`config.mk`:
```
export PLATFORM = sky130hd
export DESIGN_NAME = seg_scan_ctrl_flat
export DESIGN_NICKNAME = d
export VERILOG_FILES = /design/src/rtl/seg_pkg.sv /design/src/rtl/seg_scan_ctrl_if.sv /design/src/rtl/hex7seg.sv /design/src/rtl/seg_scan_ctrl.sv /design/src/flat_wrapper.sv
export SDC_FILE = /design/constraint.sdc
export NUM_CORES = 1
export LEC_CHECK = 0
export CAP_MARGIN = 20
export CORE_ASPECT_RATIO = 1.1
export CORE_MARGIN = 1.5
export CORE_UTILIZATION = 45
export CTS_CLUSTER_DIAMETER = 120
export CTS_CLUSTER_SIZE = 24
export DETAILED_ROUTE_END_ITERATION = 16
export GPL_ROUTABILITY_DRIVEN = 0
export PLACE_DENSITY_LB_ADDON = 0.3
export SLEW_MARGIN = 20
export SYNTH_ARGS = -nofsm -noshare
export SYNTH_HDL_FRONTEND = slang
export SYNTH_HIERARCHICAL = 1
export SYNTH_SLANG_ARGS = --single-unit
```
`constraint.sdc`:
```
create_clock -name CLK100MHZ -period 2.25 [get_ports CLK100MHZ]
set_input_delay 0.45 -clock CLK100MHZ [delete_from_list [all_inputs] [get_ports CLK100MHZ]]
set_output_delay 0.45 -clock CLK100MHZ [all_outputs]
set_load 0.02 [all_outputs]
```
`src/rtl/seg_pkg.sv`:
```
// Shared types and constants for the eight-digit seven-segment scanner:
// FSM states, blank levels and the hex-to-segment table.
package seg_pkg;

  typedef enum logic [0:0] {
    DRIVE = 1'b0,
    GUARD = 1'b1
  } scan_state_e;

  localparam logic [6:0] SEG_OFF = 7'h7F;
  localparam logic [7:0] AN_OFF  = 8'hFF;

  // Active-low {g,f,e,d,c,b,a}; entry 15 first so HEX_TABLE[v] is the glyph for v.
  localparam logic [15:0][6:0] HEX_TABLE = {
    7'h0E, 7'h06, 7'h21, 7'h46, 7'h03, 7'h08, 7'h10, 7'h00,
    7'h78, 7'h02, 7'h12, 7'h19, 7'h30, 7'h24, 7'h79, 7'h40
  };

  function automatic logic [6:0] hex_lookup(input logic [3:0] value);
    return HEX_TABLE[value];
  endfunction

endpackage

```
`src/rtl/seg_scan_ctrl_if.sv`:
```
// Digit write bus of the seven-segment scanner: one 4-bit digit per strobe,
// no back-pressure.
interface seg_scan_ctrl_if;

  logic       wr_en;
  logic [2:0] wr_addr;
  logic [3:0] wr_data;

  modport master (output wr_en, output wr_addr, output wr_data);
  modport slave  (input  wr_en, input  wr_addr, input  wr_data);

endinterface

```
`src/rtl/hex7seg.sv`:
```
// Combinational 4-bit hex to active-low seven-segment decode.
module hex7seg
  import seg_pkg::*;
(
  input  logic [3:0] hex,
  output logic [6:0] seg
);

  // table lookup, no state
  always_comb begin
    seg = hex_lookup(hex);
  end

endmodule

```
`src/rtl/seg_scan_ctrl.sv`:
```
// Eight-digit multiplexed seven-segment scanner with per-slot blanking guard.
// Optional build macro SEG_LEADING_ZERO_BLANK_EN suppresses leading zeros.
module seg_scan_ctrl
  import seg_pkg::*;
#(
  parameter int SCAN_DIV  = 100000,
  parameter int GUARD_CYC = 1000
) (
  input  logic              CLK100MHZ,
  input  logic              rst,
  seg_scan_ctrl_if.slave    wr,
  output logic [6:0]        seg,
  output logic [7:0]        AN,
  output logic              frame_done
);

  localparam int CW = (SCAN_DIV > 1) ? $clog2(SCAN_DIV) : 1;
  localparam logic [CW-1:0] CNT_ZERO   = CW'(0);
  localparam logic [CW-1:0] CNT_ONE    = CW'(1);
  localparam logic [CW-1:0] DRIVE_LAST = CW'(SCAN_DIV - GUARD_CYC - 1);
  localparam logic [CW-1:0] SLOT_LAST  = CW'(SCAN_DIV - 1);

  scan_state_e   state_r, state_nx_s;
  logic [CW-1:0] cnt_r, cnt_nx_s;
  logic [2:0]    idx_r, idx_nx_s;
  logic          enter_s;
  logic          frame_s;

  logic [3:0]    digit_r    [8];
  logic [3:0]    digit_nx_s [8];
  logic [3:0]    shadow_r;
  logic [6:0]    dec_s;
  logic [6:0]    seg_nx_s;
  logic [7:0]    an_nx_s;

  // digit bank with the current write folded in, so a snapshot sees it too
  always_comb begin
    digit_nx_s = digit_r;
    if (wr.wr_en) begin
      digit_nx_s[wr.wr_addr] = wr.wr_data;
    end else begin
      digit_nx_s = digit_r;
    end
  end

  // digit register bank
  always_ff @(posedge CLK100MHZ) begin
    if (rst) begin
      for (int i = 0; i < 8; i++) digit_r[i] <= 4'h0;
    end else begin
      digit_r <= digit_nx_s;
    end
  end

  // scan FSM state register
  always_ff @(posedge CLK100MHZ) begin
    if (rst) begin
      state_r <= DRIVE;
      cnt_r   <= CNT_ZERO;
      idx_r   <= 3'd0;
    end else begin
      state_r <= state_nx_s;
      cnt_r   <= cnt_nx_s;
      idx_r   <= idx_nx_s;
    end
  end

  // scan FSM next state; cnt runs through both phases of a slot
  always_comb begin
    state_nx_s = state_r;
    cnt_nx_s   = cnt_r + CNT_ONE;
    idx_nx_s   = idx_r;
    enter_s    = 1'b0;
    frame_s    = 1'b0;
    case (state_r)
      DRIVE: begin
        if (cnt_r == DRIVE_LAST) begin
          state_nx_s = GUARD;
        end else begin
          state_nx_s = DRIVE;
        end
      end
      GUARD: begin
        if (cnt_r == SLOT_LAST) begin
          state_nx_s = DRIVE;
          cnt_nx_s   = CNT_ZERO;
          idx_nx_s   = idx_r + 3'd1;
          enter_s    = 1'b1;
          frame_s    = (idx_r == 3'd7);
        end else begin
          state_nx_s = GUARD;
        end
      end
      default: begin
        state_nx_s = DRIVE;
        cnt_nx_s   = CNT_ZERO;
        idx_nx_s   = 3'd0;
      end
    endcase
  end

  // slot snapshot, so mid-slot writes wait for the digit's next slot
  always_ff @(posedge CLK100MHZ) begin
    if (rst) begin
      shadow_r <= 4'h0;
    end else if (enter_s) begin
      shadow_r <= digit_nx_s[idx_nx_s];
    end else begin
      shadow_r <= shadow_r;
    end
  end

  hex7seg u_dec (
    .hex (shadow_r),
    .seg (dec_s)
  );

`ifdef SEG_LEADING_ZERO_BLANK_EN
  logic [7:0] zero_run_s;
  logic       blank_r;

  // zero_run_s[k]: digit k and every digit above it are zero
  always_comb begin
    zero_run_s    = 8'h00;
    zero_run_s[7] = (digit_nx_s[7] == 4'h0);
    for (int j = 6; j >= 0; j--) begin
      zero_run_s[j] = zero_run_s[j+1] && (digit_nx_s[j] == 4'h0);
    end
  end

  // blank decision captured with the snapshot; digit 0 always shows
  always_ff @(posedge CLK100MHZ) begin
    if (rst) begin
      blank_r <= 1'b0;
    end else if (enter_s) begin
      blank_r <= (idx_nx_s != 3'd0) && zero_run_s[idx_nx_s];
    end else begin
      blank_r <= blank_r;
    end
  end

  // drive-phase glyph, blanked for leading zeros
  always_comb begin
    if (blank_r) begin
      seg_nx_s = SEG_OFF;
    end else begin
      seg_nx_s = dec_s;
    end
  end
`else
  // drive-phase glyph
  always_comb begin
    seg_nx_s = dec_s;
  end
`endif

  // display levels derived from the state, registered below
  always_comb begin
    an_nx_s = AN_OFF;
    case (state_r)
      DRIVE:   an_nx_s = ~(8'b0000_0001 << idx_r);
      GUARD:   an_nx_s = AN_OFF;
      default: an_nx_s = AN_OFF;
    endcase
  end

  // output registers, one cycle behind the FSM
  always_ff @(posedge CLK100MHZ) begin
    if (rst) begin
      AN         <= AN_OFF;
      seg        <= SEG_OFF;
      frame_done <= 1'b0;
    end else begin
      AN         <= an_nx_s;
      seg        <= (state_r == DRIVE) ? seg_nx_s : SEG_OFF;
      frame_done <= frame_s;
    end
  end

endmodule
```
`src/flat_wrapper.sv`:
```
// flat-port wrapper written by rule: the top's interface ports become plain ports
module seg_scan_ctrl_flat import seg_pkg::*;
#(
  parameter int SCAN_DIV  = 100000,
  parameter int GUARD_CYC = 1000
)
  (CLK100MHZ, rst, seg, AN, frame_done, wr_wr_en, wr_wr_addr, wr_wr_data);
  seg_scan_ctrl_if wr_i ();
  input  logic CLK100MHZ;
  input  logic rst;
  output logic [6:0] seg;
  output logic [7:0] AN;
  output logic frame_done;
  input wire logic [$bits(wr_i.wr_en)-1:0] wr_wr_en;
  input wire logic [$bits(wr_i.wr_addr)-1:0] wr_wr_addr;
  input wire logic [$bits(wr_i.wr_data)-1:0] wr_wr_data;
  assign wr_i.wr_en = wr_wr_en;
  assign wr_i.wr_addr = wr_wr_addr;
  assign wr_i.wr_data = wr_wr_data;
  seg_scan_ctrl #(.SCAN_DIV(SCAN_DIV), .GUARD_CYC(GUARD_CYC)) u_core (.CLK100MHZ(CLK100MHZ), .rst(rst), .wr(wr_i), .seg(seg), .AN(AN), .frame_done(frame_done));
endmodule
```
==> results of run 1 <==
## how the worst max path moves through the flow
| stage | end | depth (start not counted) | start | slack, ns |
|---|---|---|---|---|
| 4_1_cts | u_core/shadow_r[0]$_SDFFE_PP0P_ | 8 | u_core/idx_r[1]$_SDFF_PP0_ | 0.10 |
| 5_1_grt | u_core/shadow_r[0]$_SDFFE_PP0P_ | 8 | u_core/idx_r[1]$_SDFF_PP0_ | -0.03 |
| 3_3_place_gp | u_core/shadow_r[0]$_SDFFE_PP0P_ | 7 | wr_wr_en | -0.10 |
| 6_report | u_core/shadow_r[0]$_SDFFE_PP0P_ | 8 | u_core/idx_r[1]$_SDFF_PP0_ | 0.04 |
| 2_1_floorplan | u_core/shadow_r[1]$_SDFFE_PP0P_ | 9 | u_core/idx_r[0]$_SDFF_PP0_ | 0.17 |
| 3_5_place_dp | u_core/shadow_r[2]$_SDFFE_PP0P_ | 5 | wr_wr_en | -0.1 |
## sequential cells by signal, indices dropped and copies added, names as in the netlist
register,count
u_core/AN,8
u_core/seg,7
u_core/idx_r,3
u_core/shadow_r,4
u_core/cnt_r,17
u_core/state_r,1
u_core/digit_r,32
u_core/frame_done,1
## worst max-delay path, delay by kind of cell (launching register included)
| family | cells | cell delay (ns) |
|---|---|---|
| and+or+nand+nor | 1 | 0.05 |
| DFF | 1 | 0.39 |
| AOI/OAI and AO/OA | 3 | 0.63 |
| adders and majority gates | 1 | 0.50 |
| buffers and inverters | 2 | 0.25 |
| xor gates and xnor gates | 1 | 0.26 |
## kinds of logic after synthesis
family	share of synthesized area, %
AOI/OAI and AO/OA	8.14
xor gates and xnor gates	4.53
adders and majority gates	4.73
buffers and inverters	6.12
DFF	39.5
muxes	11.0
and+or+nand+nor	26.0
## cell usage in the layout, fill, tap and decap left out, types with 3 or more instances in the layout
master | synthesis | final
o311a_1 | 4 | 4
buf_4 | 2 | 40
and3_1 | 14 | 14
ha_1 | 14 | 14
clkbuf_8 | 0 | 10
or3_1 | 7 | 7
a31oi_1 | 3 | 3
nor3b_1 | 8 | 8
dfxtp_1 | 73 | 73
a211oi_1 | 5 | 5
xnor2_1 | 11 | 11
xor2_1 | 5 | 5
nor2_1 | 66 | 66
nor4b_1 | 3 | 3
mux2i_1 | 37 | 37
o21bai_1 | 3 | 3
nand2_1 | 12 | 12
nand3_1 | 16 | 16
a32oi_1 | 4 | 4
a21o_1 | 4 | 4
nor3_1 | 12 | 12
clkdlybuf4s50_1 | 0 | 25
o31ai_1 | 8 | 8
inv_1 | 10 | 10
nor4b_2 | 3 | 3
## stage by stage
step	cell area (um2)	setup slack, ns	instances	util (%)	hold WS (ns)
finish	4480	0.0389	549	56.4	0.474
CTS	4470	0.104	548	56.1	0.483
floorplan	3700	0.166	385	-	0.426
global placement	4240	-0.101	532	53.3	0.443
detailed placement	4240	-0.0953	532	53.3	0.459
global route	4480	-0.0336	549	56.4	0.517
## report_power, final
group | leakage (nW) | internal, mW | switching, mW
clock | 0.113 | 0.658 | 0.510
sequential | 0.593 | 1.31 | 0.0123
combinational | 1.15 | 0.107 | 0.117
total | 1.85 | 2.08 | 0.640
## area by class of cell
class	instances	area, um2
clock buffer	10	138
clock inverter	6	90.1
fill	721	3470
inverter	10	37.5
multi-input combinational	275	2030
sequential	73	1460
tap	108	135
timing repair buffer	67	591
## synth_stat cells, types with 2 or more instances
library cell	number
inv_1	10
nor2_1	66
nor3_1	12
a211oi_1	5
buf_6	7
and4bb_2	2
a21o_1	4
mux2i_1	37
xor2_1	5
a31oi_1	3
xnor2_1	11
o31ai_1	8
or3_1	7
dfxtp_1	73
nand3_1	16
o21bai_1	3
nor3b_1	8
clkbuf_1	11
a22o_1	2
nor4b_2	3
ha_1	14
nor4b_1	3
a32oi_1	4
nor4_1	2
and3_1	14
nand2_1	12
nand4_1	2
buf_4	2
nand4b_1	2
o311a_1	4
o21ai_0	2
buf_2	6
## routing by layer
metal  global-route usage (%)  vias to the layer above  part of all wire, %
met2                     31.4                       71                   49
met1                     24.4                     1370                   45
met5                        0                        -                    0
li1                         -                     1459                    -
met4                     10.1                        0                  2.7
met3                     4.06                       18                  4.1
==> load_flow_metrics.sql, run 1 <==
INSERT INTO impl_metrics (metric_group, metric, value, unit) VALUES
('run_status', 'outcome', 'complete, no violations', ''),
('critical_path', 'critical_path_class', 'reg -> reg', ''),
('sta', 'hold_viol', '0', ''),
('critical_path', 'slowest_stage', 'ha_1', ''),
('job', 'max_cap_viol_count', '0', ''),
('critical_path', 'crit_path_end_kind', 'flop', ''),
('placed_design', 'place.port_buffers', '25', ''),
('detailed_routing', 'routed_wl', '7950', 'um'),
('clock_tree', 'clock_tree.buffer_depth', '2', ''),
('yosys', 'synth.area.top_cells', 'dfxtp_1 (39%), mux2i_1 (10%), nor2_1 (6.7%)', ''),
('clock_tree', 'tritoncts_num_sinks', '73', ''),
('clock_tree', 'clockRootBuffer', 'clkbuf_8', ''),
('worst_hold_path', 'hp-class', 'reg -> reg', ''),
('power', 'powerDensity', '607', 'nW/um2'),
('critical_path', 'cp_max_fo', '5', ''),
('global_route', 'global_route_wire_length_before_repair', '13300', 'um'),
('sta', 'finalCritPeriodShare', '98.3', '%'),
('global_route', 'grt_overflow_total', '0', ''),
('global_route', 'grt_start_max_net_pins', '26', ''),
('sta', 'worst_clock_skew', '0.00907', 'ns'),
('sta', 'setup_viol', '0', ''),
('sta', 'finalWorstPathRequiredPeriod', '2.21', 'ns'),
('detailed_routing', 'drt.antenna.violating_nets', '0', ''),
('detailed_routing', 'drt-initial-drc-count', '134', ''),
('clock_tree', 'postCtsSetupRepairBufs', '0', ''),
('worst_hold_path', 'whs_endpoint', 'u_core/cnt_r[0]$_SDFF_PP0_', ''),
('clock_tree', 'clock_latency', '0.35', 'ns'),
('cells_and_area', 'layout-drive-gt1-share', '17.2', '%'),
('sta', 'finalMaxSlewViolations', '0', ''),
('floorplanning', 'floorplan.io_pins', '26', ''),
('clock_tree', 'number_of_buffers_inserted_by_hold_repair_at_cts', '0', ''),
('critical_path', 'critical_path.reg2reg.startpoint', 'u_core/idx_r[1]$_SDFF_PP0_', ''),
('sta', 'fin_tns_setup', '0', 'ns'),
('floorplanning', 'fp.dieArea', '8780', 'um2'),
('cells_and_area', 'antenna-diode-count', '0', ''),
('sta', 'max_slew.worst_pin.slew', '0.519', 'ns'),
('critical_path', 'timing.critical_path.cells', 'inv_1, ha_1, xor2_4, buf_4, nor3_1, o31ai_1, o311a_1, a31oi_1', ''),
('floorplanning', 'floorplan.initialDensity', '46.5', '%'),
('yosys', 'postSynthCellCount', '385', ''),
('floorplanning', 'std_cell_rows', '34', ''),
('sta', 'maxClockFrequency', '0.452', 'GHz'),
('detailed_routing', 'routed_via_density', '5.32', ''),
('yosys', 'synth.cell_area', '3700', 'um2'),
('clock_tree', 'cts_tree', 'built', ''),
('global_route', 'grt_antenna_before_repair', '0', ''),
('critical_path', 'critical_path.reg2reg.endpoint', 'u_core/shadow_r[0]$_SDFFE_PP0P_', ''),
('yosys', 'synth_async_sr_flop_share', '0', '%'),
('yosys', 'synth_seq_cells', '73', ''),
('power', 'power_leakage', '1.85', 'nW'),
('clock_tree', 'htree_num_levels', '3', ''),
('power', 'vdd_ir_drop_max', '331', 'uV'),
('yosys', 'synthesis.nets', '409', ''),
('worst_hold_path', 'timing.hold.worst_path_depth', '1', ''),
('global_route', 'total_grt_usage', '19.6', '%'),
('floorplanning', 'placeableCoreArea', '7960', 'um2'),
('critical_path', 'crit_path_max_incr_delay', '0.50', 'ns'),
('placed_design', 'place_hpwl', '5690', 'um'),
('yosys', 'syn_area_per_cell', '9.62', 'um2'),
('cells_and_area', 'final_nets', '460', ''),
('floorplanning', 'die_width', '89.5', 'um'),
('detailed_routing', 'detail_route.drc_violations', '0', ''),
('yosys', 'synth_largest_area_cell', 'dfxtp_1', ''),
('worst_hold_path', 'worstHoldStart', 'u_core/cnt_r[0]$_SDFF_PP0_', ''),
('critical_path', 'crit_required', '2.49', 'ns'),
('detailed_routing', 'drt_first_pass_iters', '4', ''),
('yosys', 'synth_top_area_share', '39.5', '%'),
('yosys', 'ys.flop_type', 'dfxtp_1', ''),
('critical_path', 'reg2reg_slack', '0.04', 'ns'),
('clock_tree', 'number_of_clock_buffers_inserted_by_tritoncts', '9', ''),
('power', 'post-layout-total-power', '2.72', 'mW'),
('detailed_routing', 'drt-wirelength-per-cell', '14.5', 'um');
(Power assumes the default switching activity.)
==> run 2, diff against run 1 <==
- CAP_MARGIN: 20 -> default
==> results of run 2 <==
Final layout, timing and power as in run 1 (identical DEF).
